$ cat src/rtl/sseg_pkg.sv
// Shared constants and helpers for seven-segment display drivers.
// Segment patterns are active-low (0 = segment lit), with segment a in the MSB.
package sseg_pkg;

    localparam int MAX_DIGITS = 32;

    localparam logic [6:0] SEG_BLANK = 7'b1111111;
    localparam logic [6:0] SEG_ZERO  = 7'b0000001;
    localparam logic [6:0] SEG_ONE   = 7'b1001111;
    localparam logic [6:0] SEG_TWO   = 7'b0010010;
    localparam logic [6:0] SEG_THREE = 7'b0000110;
    localparam logic [6:0] SEG_FOUR  = 7'b1001100;
    localparam logic [6:0] SEG_FIVE  = 7'b0100100;
    localparam logic [6:0] SEG_SIX   = 7'b0100000;
    localparam logic [6:0] SEG_SEVEN = 7'b0001111;
    localparam logic [6:0] SEG_EIGHT = 7'b0000000;
    localparam logic [6:0] SEG_NINE  = 7'b0001100;

    // One-cold anode vector: bit idx low when idx < n, every other bit high.
    function automatic logic [MAX_DIGITS-1:0] idx_to_anode(input int unsigned idx,
                                                           input int unsigned n);
        logic [MAX_DIGITS-1:0] v;
        v = '1;
        for (int unsigned i = 0; i < MAX_DIGITS; i++) begin
            if ((i == idx) && (i < n))
                v[i] = 1'b0;
        end
        return v;
    endfunction

endpackage

$ cat src/rtl/tick_prescaler.sv
// Divides clk into a one-cycle tick every PRESCALE cycles; PRESCALE=1 ticks every clk.
// Tick is a combinational decode of the registered count; no backpressure.
module tick_prescaler #(
    parameter int PRESCALE = 100000
) (
    input  logic clk,
    input  logic reset_n,
    output logic tick
);

    localparam int CNT_W = (PRESCALE > 1) ? $clog2(PRESCALE) : 1;
    localparam logic [CNT_W-1:0] CNT_LAST = CNT_W'(PRESCALE - 1);

    logic [CNT_W-1:0] cnt;

    assign tick = (cnt == CNT_LAST);

    always_ff @(posedge clk or negedge reset_n) begin
        if (!reset_n)
            cnt <= '0;
        else if (tick)
            cnt <= '0;
        else
            cnt <= cnt + 1'b1;
    end

endmodule

$ cat src/rtl/sseg_scan_mux.sv
// Time-multiplexed seven-segment scanner with per-digit blanking, dp mask and PWM brightness.
// Pins are registered 1 clk after digit_idx/input changes; free-running, no backpressure.
module sseg_scan_mux
    import sseg_pkg::*;
#(
    parameter int NUM_DIGITS = 4,
    parameter int SEG_W      = 7,
    parameter int PRESCALE   = 100000,
    parameter int BRIGHT_W   = 3,
    localparam int IDX_W     = $clog2(NUM_DIGITS)
) (
    input  logic                        clk,
    input  logic                        reset_n,
    input  logic [NUM_DIGITS*SEG_W-1:0] seg_in,
    input  logic [NUM_DIGITS-1:0]       dp_mask,
    input  logic [NUM_DIGITS-1:0]       digit_en,
    input  logic [BRIGHT_W-1:0]         brightness,
    output logic [SEG_W-1:0]            sseg,
    output logic [NUM_DIGITS-1:0]       an,
    output logic                        dp,
    output logic [IDX_W-1:0]            digit_idx,
    output logic                        frame_tick
);

    localparam logic [IDX_W-1:0] IDX_LAST = IDX_W'(NUM_DIGITS - 1);

    logic                  slot_tick;
    logic [BRIGHT_W-1:0]   pwm_cnt;
    logic                  on_phase;
    logic                  digit_on;
    logic                  idx_wrap;
    logic [NUM_DIGITS-1:0] anode_vec;
    logic [SEG_W-1:0]      seg_arr [NUM_DIGITS];

    tick_prescaler #(
        .PRESCALE (PRESCALE)
    ) u_prescaler (
        .clk     (clk),
        .reset_n (reset_n),
        .tick    (slot_tick)
    );

    for (genvar g = 0; g < NUM_DIGITS; g++) begin : g_slice
        assign seg_arr[g] = seg_in[g*SEG_W +: SEG_W];
    end

    // Explicit wrap keeps non-power-of-2 digit counts from aliasing.
    assign idx_wrap  = (digit_idx == IDX_LAST);
    assign on_phase  = (pwm_cnt <= brightness);
    assign digit_on  = digit_en[digit_idx] & on_phase;
    assign anode_vec = NUM_DIGITS'(idx_to_anode(32'(digit_idx), NUM_DIGITS));

    always_ff @(posedge clk or negedge reset_n) begin
        if (!reset_n) begin
            digit_idx  <= '0;
            frame_tick <= 1'b0;
            pwm_cnt    <= '0;
        end else begin
            pwm_cnt    <= pwm_cnt + 1'b1;
            frame_tick <= slot_tick & idx_wrap;
            if (slot_tick)
                digit_idx <= idx_wrap ? '0 : digit_idx + 1'b1;
        end
    end

    // Inputs are sampled live every clk so updates reach the pins with 1-clk latency.
    always_ff @(posedge clk or negedge reset_n) begin
        if (!reset_n) begin
            an   <= '1;
            sseg <= '1;
            dp   <= 1'b1;
        end else if (digit_on) begin
            an   <= anode_vec;
            sseg <= seg_arr[digit_idx];
            dp   <= ~dp_mask[digit_idx];
        end else begin
            an   <= '1;
            sseg <= '1;
            dp   <= 1'b1;
        end
    end

    a_one_anode: assert property (@(posedge clk) disable iff (!reset_n) $onehot0(~an));

endmodule

$ cat config.mk
export PLATFORM = sky130hd
export DESIGN_NAME = sseg_scan_mux
export DESIGN_NICKNAME = d
export VERILOG_FILES = /design/src/rtl/sseg_pkg.sv /design/src/rtl/tick_prescaler.sv /design/src/rtl/sseg_scan_mux.sv
export SDC_FILE = /design/constraint.sdc
export NUM_CORES = 1
export LEC_CHECK = 0
export BUFFER_PORTS_ARGS = -buffer_cell sky130_fd_sc_hd__buf_4
export CAP_MARGIN = 20
export CELL_PAD_IN_SITES_DETAIL_PLACEMENT = 2
export CELL_PAD_IN_SITES_GLOBAL_PLACEMENT = 2
export CORE_MARGIN = 3
export CORE_UTILIZATION = 29
export CTS_CLUSTER_DIAMETER = 30
export DETAILED_ROUTE_END_ITERATION = 8
export PLACE_DENSITY_LB_ADDON = 0.1
export RECOVER_POWER = 25
export SYNTH_ARGS = -nofsm -noshare
export SYNTH_HDL_FRONTEND = slang
export SYNTH_SLANG_ARGS = --single-unit
$ cat constraint.sdc
create_clock -name clk -period 1.8 [get_ports clk]
set_input_delay 0.36 -clock clk [delete_from_list [all_inputs] [get_ports clk]]
set_output_delay 0.36 -clock clk [all_outputs]
set_load 0.02 [all_outputs]
* Word-level counts from Yosys, hierarchy flattened
Cells that the tools add are included. Widths: inputs -> output; s select.
Storage, ports and cells: word-level logic and storage cells 39, register bits 35, output and inout port bits 15, input port bits 41
Cells by class: magnitude comparators 3, add/sub/neg operators 3, mux-type cells 16, bitwise gates (word level) 4, reduce and logical (&&, ||, !) cells 1, eq/ne operators 5
Operators by type and width (number):
- $mux 7 | 3
- $add 17x1->17 const B | 1
- $eq 17x17->1 const B | 1
- $mux 17 | 1
- $bmux 7 s2 | 1
- $mux 1 | 7
- $bmux 1 s2 | 2
- $eq 2x2->1 const A | 2
- $mux 4 | 1
- $add 3x1->3 const B | 1
- $ge 3x3->1 const B | 1
- $le 3x3->1 | 1
- $lt 2x3->1 const B | 1
- $not 2->3 | 1
- $add 2x1->2 const B | 1
- $and 1x1->1 | 2
- $eq 1x2->1 const A | 1
- $eq 2x2->1 const B | 1
- $logic_not 2->1 | 1
- $mux 2 | 1
- $not 1->1 | 1

* Logic depth before layout (Yosys ltp)
depth in word-level cells 5, gate-level depth with buffers 7, depth with buffers taken out 6

* Modules after synthesis
Synthesis repeated with hierarchy kept, for this count alone.
Unflattened totals: cells, all modules 149, area total of the unflattened synthesis 1810.5 um^2
Modules (own cells, without submodules):
- sseg_scan_mux | seq. area each 465.4 um^2, instances 1, cells each 75, area an instance 1017.2 um^2
- tick_prescaler | seq. area each 425.4 um^2, instances 1, cells each 74, area an instance 793.3 um^2

* Worst setup path before layout
No wires, ideal clock.
kind register -> register, from register u_prescaler.cnt[13], to register digit_idx[1], stages on the path, launching flop included 4, setup time 0.125 ns, buffers on the path 0, slack 0.080 ns, arrival 1.595 ns, period minus slack after synthesis 1.720 ns, data required time 1.675 ns, cells stage by stage dfrtp_1 or4b_4 nor3_4 mux2_4
Between the ends: cells in the longest elaborated chain, start to end 1
RTL lines:
- start, declared | line tick_prescaler.sv:14 | logic [CNT_W-1:0] cnt;
- start signal, assigned | line tick_prescaler.sv:24 | cnt <= cnt + 1'b1;
- $eq 17x17->1 | line tick_prescaler.sv:16 | assign tick = (cnt == CNT_LAST);
- end signal, assigned | line sseg_scan_mux.sv:62 | digit_idx <= idx_wrap ? '0 : digit_idx + 1'b1;
- end, declared | line sseg_scan_mux.sv:21 | output logic [IDX_W-1:0] digit_idx,
Every way passes these cells. A chain may end at the register's enable or synchronous reset.

* Worst setup path after layout
from register u_prescaler.cnt[11], to register digit_idx[0]
The elaborated chain is that of the path after synthesis.

==> impl_results.html <==
<table>
<tr><th>Metric</th><th>Value</th></tr>
<tr><th colspan="2">Cells and area</th></tr>
<tr><td>Design Area, Final</td><td>2390 um^2</td></tr>
<tr><td>Antenna diodes</td><td>0</td></tr>
<tr><td>Total number of nets in the final design</td><td>252</td></tr>
<tr><td>Fraction of layout instances using a drive strength above 1</td><td>47.8%</td></tr>
<tr><td>Non-filler instance count after layout</td><td>275</td></tr>
<tr><td>Layout Area Growth over Synthesis</td><td>36.5%</td></tr>
<tr><th colspan="2">Setup path</th></tr>
<tr><td>CP Class</td><td>reg2reg</td></tr>
<tr><td>Number of cell instances on the worst register-to-register path</td><td>4</td></tr>
<tr><td>Kind of start point of the critical path</td><td>register</td></tr>
<tr><td>Slack of the worst reg-to-reg path</td><td>100 ps</td></tr>
<tr><td>Worst endpoint data arrival time</td><td>1870 ps</td></tr>
<tr><td>Worst R2R End</td><td>digit_idx[0]</td></tr>
<tr><td>Maximum fanout encountered on the critical timing path</td><td>4</td></tr>
<tr><td>Source of the worst register-to-register timing path</td><td>u_prescaler.cnt[11]</td></tr>
<tr><td>Worst endpoint required time</td><td>1970 ps</td></tr>
<tr><td>CP endpoint kind</td><td>register</td></tr>
<tr><th colspan="2">Clock tree</th></tr>
<tr><td>Post_cts resized</td><td>0</td></tr>
<tr><td>Clock network latency to the later pin of the worst-skew pair</td><td>290 ps</td></tr>
<tr><td>Max clock buf depth</td><td>2</td></tr>
<tr><td>Count of hold-fix buffers inserted at cts</td><td>0</td></tr>
<tr><td>Clock Sink Count</td><td>35</td></tr>
<tr><td>Post-CTS setup buffers</td><td>0</td></tr>
<tr><td>TritonCTS clock tree</td><td>done</td></tr>
<tr><td>Maximum level of the CTS H-tree</td><td>2</td></tr>
<tr><td>Clock-pin slew reported for the worst setup and hold paths after clock tree synthesis</td><td>70 ps</td></tr>
<tr><td>Buffer cell driving the clock tree root</td><td>clkbuf_8</td></tr>
<tr><td>Num CTS Buffers</td><td>5</td></tr>
<tr><th colspan="2">STA</th></tr>
<tr><td>Final hold vios</td><td>0</td></tr>
<tr><td>Slew HR</td><td>40.8%</td></tr>
<tr><td>Min cycle time layout</td><td>1700 ps</td></tr>
<tr><td>Setup TNS</td><td>0 ps</td></tr>
<tr><td>Number of endpoints failing setup at the final stage</td><td>0</td></tr>
<tr><td>Period Utilization, post-route</td><td>94.6%</td></tr>
<tr><td>Max-slew violation total from the final report</td><td>0</td></tr>
<tr><td>Worst-Margin Slew</td><td>888 ps</td></tr>
<tr><td>Post-route clock skew</td><td>5.88 ps</td></tr>
<tr><td>Worst-case setup margin in the final layout</td><td>97.5 ps</td></tr>
<tr><td>RSZ-0062 raised after global routing</td><td>false</td></tr>
<tr><td>Fmax achieved</td><td>587 MHz</td></tr>
<tr><th colspan="2">Global routing</th></tr>
<tr><td>Global-route wire length before repair</td><td>8.05 mm</td></tr>
<tr><td>Met3 track utilization from global routing</td><td>3.46%</td></tr>
<tr><td>Global routing's busiest layer</td><td>met2</td></tr>
<tr><td>Via count of the first global-routing pass</td><td>1602</td></tr>
<tr><td>Antenna violations before repair</td><td>0</td></tr>
<tr><td>Combined global-route utilization of all metal layers</td><td>14.7%</td></tr>
<tr><td>Met2 Use GR</td><td>27.4%</td></tr>
<tr><td>Residual overflow from global routing</td><td>0</td></tr>
<tr><td>Met1 Resource Use GR</td><td>16.4%</td></tr>
<tr><td>Largest net degree at the start of global routing</td><td>36</td></tr>
<tr><th colspan="2">Floorplan</th></tr>
<tr><td>Initial standard-cell utilization of the core</td><td>30.9%</td></tr>
<tr><td>Die extent in x</td><td>83.8 um</td></tr>
<tr><td>Number of I/O pins</td><td>56</td></tr>
<tr><td>Std-Cell Rows</td><td>27</td></tr>
<tr><td>Die ar.</td><td>7020 um^2</td></tr>
<tr><td>Floorplan Core Area</td><td>5680 um^2</td></tr>
<tr><td>DIE HEIGHT</td><td>83.8 um</td></tr>
<tr><th colspan="2">Power</th></tr>
<tr><td>Switch share</td><td>22.0%</td></tr>
<tr><td>Sw power</td><td>0.000351 W</td></tr>
<tr><td>Pwr dens</td><td>667 nW/um^2</td></tr>
<tr><td>Logic pwr share</td><td>9.7%</td></tr>
<tr><td>Leak</td><td>1.12 nW</td></tr>
<tr><td>Max VDD drop</td><td>0.352 mV</td></tr>
<tr><td>Cell-internal power</td><td>0.00125 W</td></tr>
<tr><td>Portion of total power attributed to the clock network</td><td>39.6%</td></tr>
<tr><td>Sequential group share of total power</td><td>50.7%</td></tr>
<tr><th colspan="2">Route</th></tr>
<tr><td>Initial DRC count</td><td>42</td></tr>
<tr><td>DRC violation count after routing</td><td>0</td></tr>
<tr><td>Post-Route WL</td><td>4.87 mm</td></tr>
<tr><td>Number of detailed-routing iterations run before antenna repair</td><td>4</td></tr>
<tr><td>Via count</td><td>1357</td></tr>
<tr><td>Number of nets with antenna violations after routing</td><td>0</td></tr>
<tr><td>Average vias per placed instance</td><td>4.93</td></tr>
<tr><td>Average wire length per cell after detail routing</td><td>17.7 um</td></tr>
<tr><th colspan="2">Synthesis</th></tr>
<tr><td>Fraction of registers with async set or reset after synthesis</td><td>100%</td></tr>
<tr><td>Summed instance area of the synthesized netlist</td><td>1750 um^2</td></tr>
<tr><td>Synth Net Count</td><td>187</td></tr>
<tr><td>EDFF count, synth</td><td>0</td></tr>
<tr><td>Top_reg_cell synth</td><td>dfrtp_1</td></tr>
<tr><td>Most common cell in the synthesized netlist</td><td>dfrtp_1</td></tr>
<tr><td>Number of different library cells in the post-synthesis netlist</td><td>31</td></tr>
<tr><td>Flop and latch count out of synthesis</td><td>35</td></tr>
<tr><td>Area contributors post-synth</td><td>dfrtp_1, dfstp_2, mux4_2</td></tr>
<tr><td>Area leader, netlist</td><td>dfrtp_1</td></tr>
<tr><td>Post-synthesis instance total</td><td>137</td></tr>
<tr><td>Syn. warnings</td><td>0</td></tr>
<tr><td>Avg Cell Area, Syn</td><td>12.8 um^2</td></tr>
<tr><td>Register area share after synthesis</td><td>50.8%</td></tr>
<tr><td>Leading cell types by count after synthesis</td><td>dfrtp_1, dfstp_2, nand3_1</td></tr>
<tr><td>Yosys top cell area share</td><td>32.8%</td></tr>
<tr><th colspan="2">Place</th></tr>
<tr><td>Standard cell area after detailed placement</td><td>2300 um^2</td></tr>
<tr><td>Worst slack, placed</td><td>66.2 ps</td></tr>
<tr><td>Placed wire-length estimate after detailed placement</td><td>3.82 mm</td></tr>
<tr><td>Number of instances in the placed design</td><td>267</td></tr>
<tr><td>Last weighted congestion value of the routability-driven placer</td><td>0.713</td></tr>
<tr><td># port buffers</td><td>55</td></tr>
<tr><th colspan="2">Hold path</th></tr>
<tr><td>Worst min-delay path class</td><td>in2async</td></tr>
<tr><th colspan="2">Run status</th></tr>
<tr><td>Status</td><td>completed</td></tr>
<tr><th colspan="2">Run</th></tr>
<tr><td># Max-Cap Violations</td><td>0</td></tr>
</table>
cell families (layout without fill, tap and decap cells):
| family | Yosys count | count (layout) | synth area share (%) |
|---|---|---|---|
| and+or+nand+nor | 52 | 52 | 18.3 |
| muxes | 12 | 12 | 13.6 |
| xor gates and xnor gates | 14 | 14 | 6.99 |
| AOI/OAI and AO/OA | 5 | 5 | 1.71 |
| DFF | 35 | 35 | 50.8 |
| adders and majority gates | 9 | 9 | 6.42 |
| buffers and inverters | 10 | 76 | 2.21 |
worst max-delay path: stages (launching register included):
cell and delay [ps]:
dfrtp_1 420, and4bb_2 310, nand4_1 200, nor3_1 300, mux2_2 360
cell usage in the layout, fill, tap and decap left out, types with 5 or more instances in the layout:
master	n
xor2_1	8
inv_1	5
mux4_2	9
ha_1	9
nand4_1	7
xnor2_1	6
dfrtp_1	23
nand3_1	11
dfstp_2	12
buf_4	62
nand3b_1	7
clkbuf_8	7
nor2_1	10
routing by layer:
metal | vias to the layer above | wire [um]
li1 | 622 | -
met4 | 0 | 44
met3 | 5 | 159
met1 | 709 | 1930
met5 | - | 0
met2 | 21 | 2730
final cells by class:
type | instances | area [um^2]
fillers | 605 | 3280
multi-input cells | 92 | 825
well taps | 72 | 90.1
clock buffers | 8 | 100
repair buffers | 63 | 470
flip-flops and latches | 35 | 891
inverters | 5 | 18.8
registers in the layout, indices dropped and copies added (netlist names):
register	count
pwm_cnt	3
u_prescaler.cnt	17
digit_idx	2
an	4
frame_tick	1
dp	1
sseg	7
worst max-delay path by stage:
stage | startpoint | to | depth (start not counted)
2_1_floorplan | u_prescaler.cnt[13] | digit_idx[1] | 3
3_3_place_gp | u_prescaler.cnt[12] | digit_idx[0] | 3
3_5_place_dp | brightness[1] | an[2] | 8
4_1_cts | u_prescaler.cnt[11] | digit_idx[0] | 4
5_1_grt | u_prescaler.cnt[11] | digit_idx[0] | 4
6_report | u_prescaler.cnt[11] | digit_idx[0] | 4
per-stage QoR:
step	utilization (%)	hold slack (ps)	power, W
final	42.2	189	0.00160
after floorplan	-	64.4	0.000874
after detailed placement	40.5	353	0.000984
after global routing	42.2	253	0.00167
after global placement	40.5	336	0.000977
after CTS	42.2	37.1	0.00162
power by group through the flow:
stage	logic, W	registers (W)	clock network [W]
3_3_place_gp	0.000153	0.000823	0
6_report	0.000155	0.000810	0.000633
4_1_cts	0.000160	0.000810	0.000654
2_1_floorplan	0.0000340	0.000840	0
5_1_grt	0.000170	0.000811	0.000693
3_5_place_dp	0.000160	0.000824	0
(Power assumes the default switching activity.)
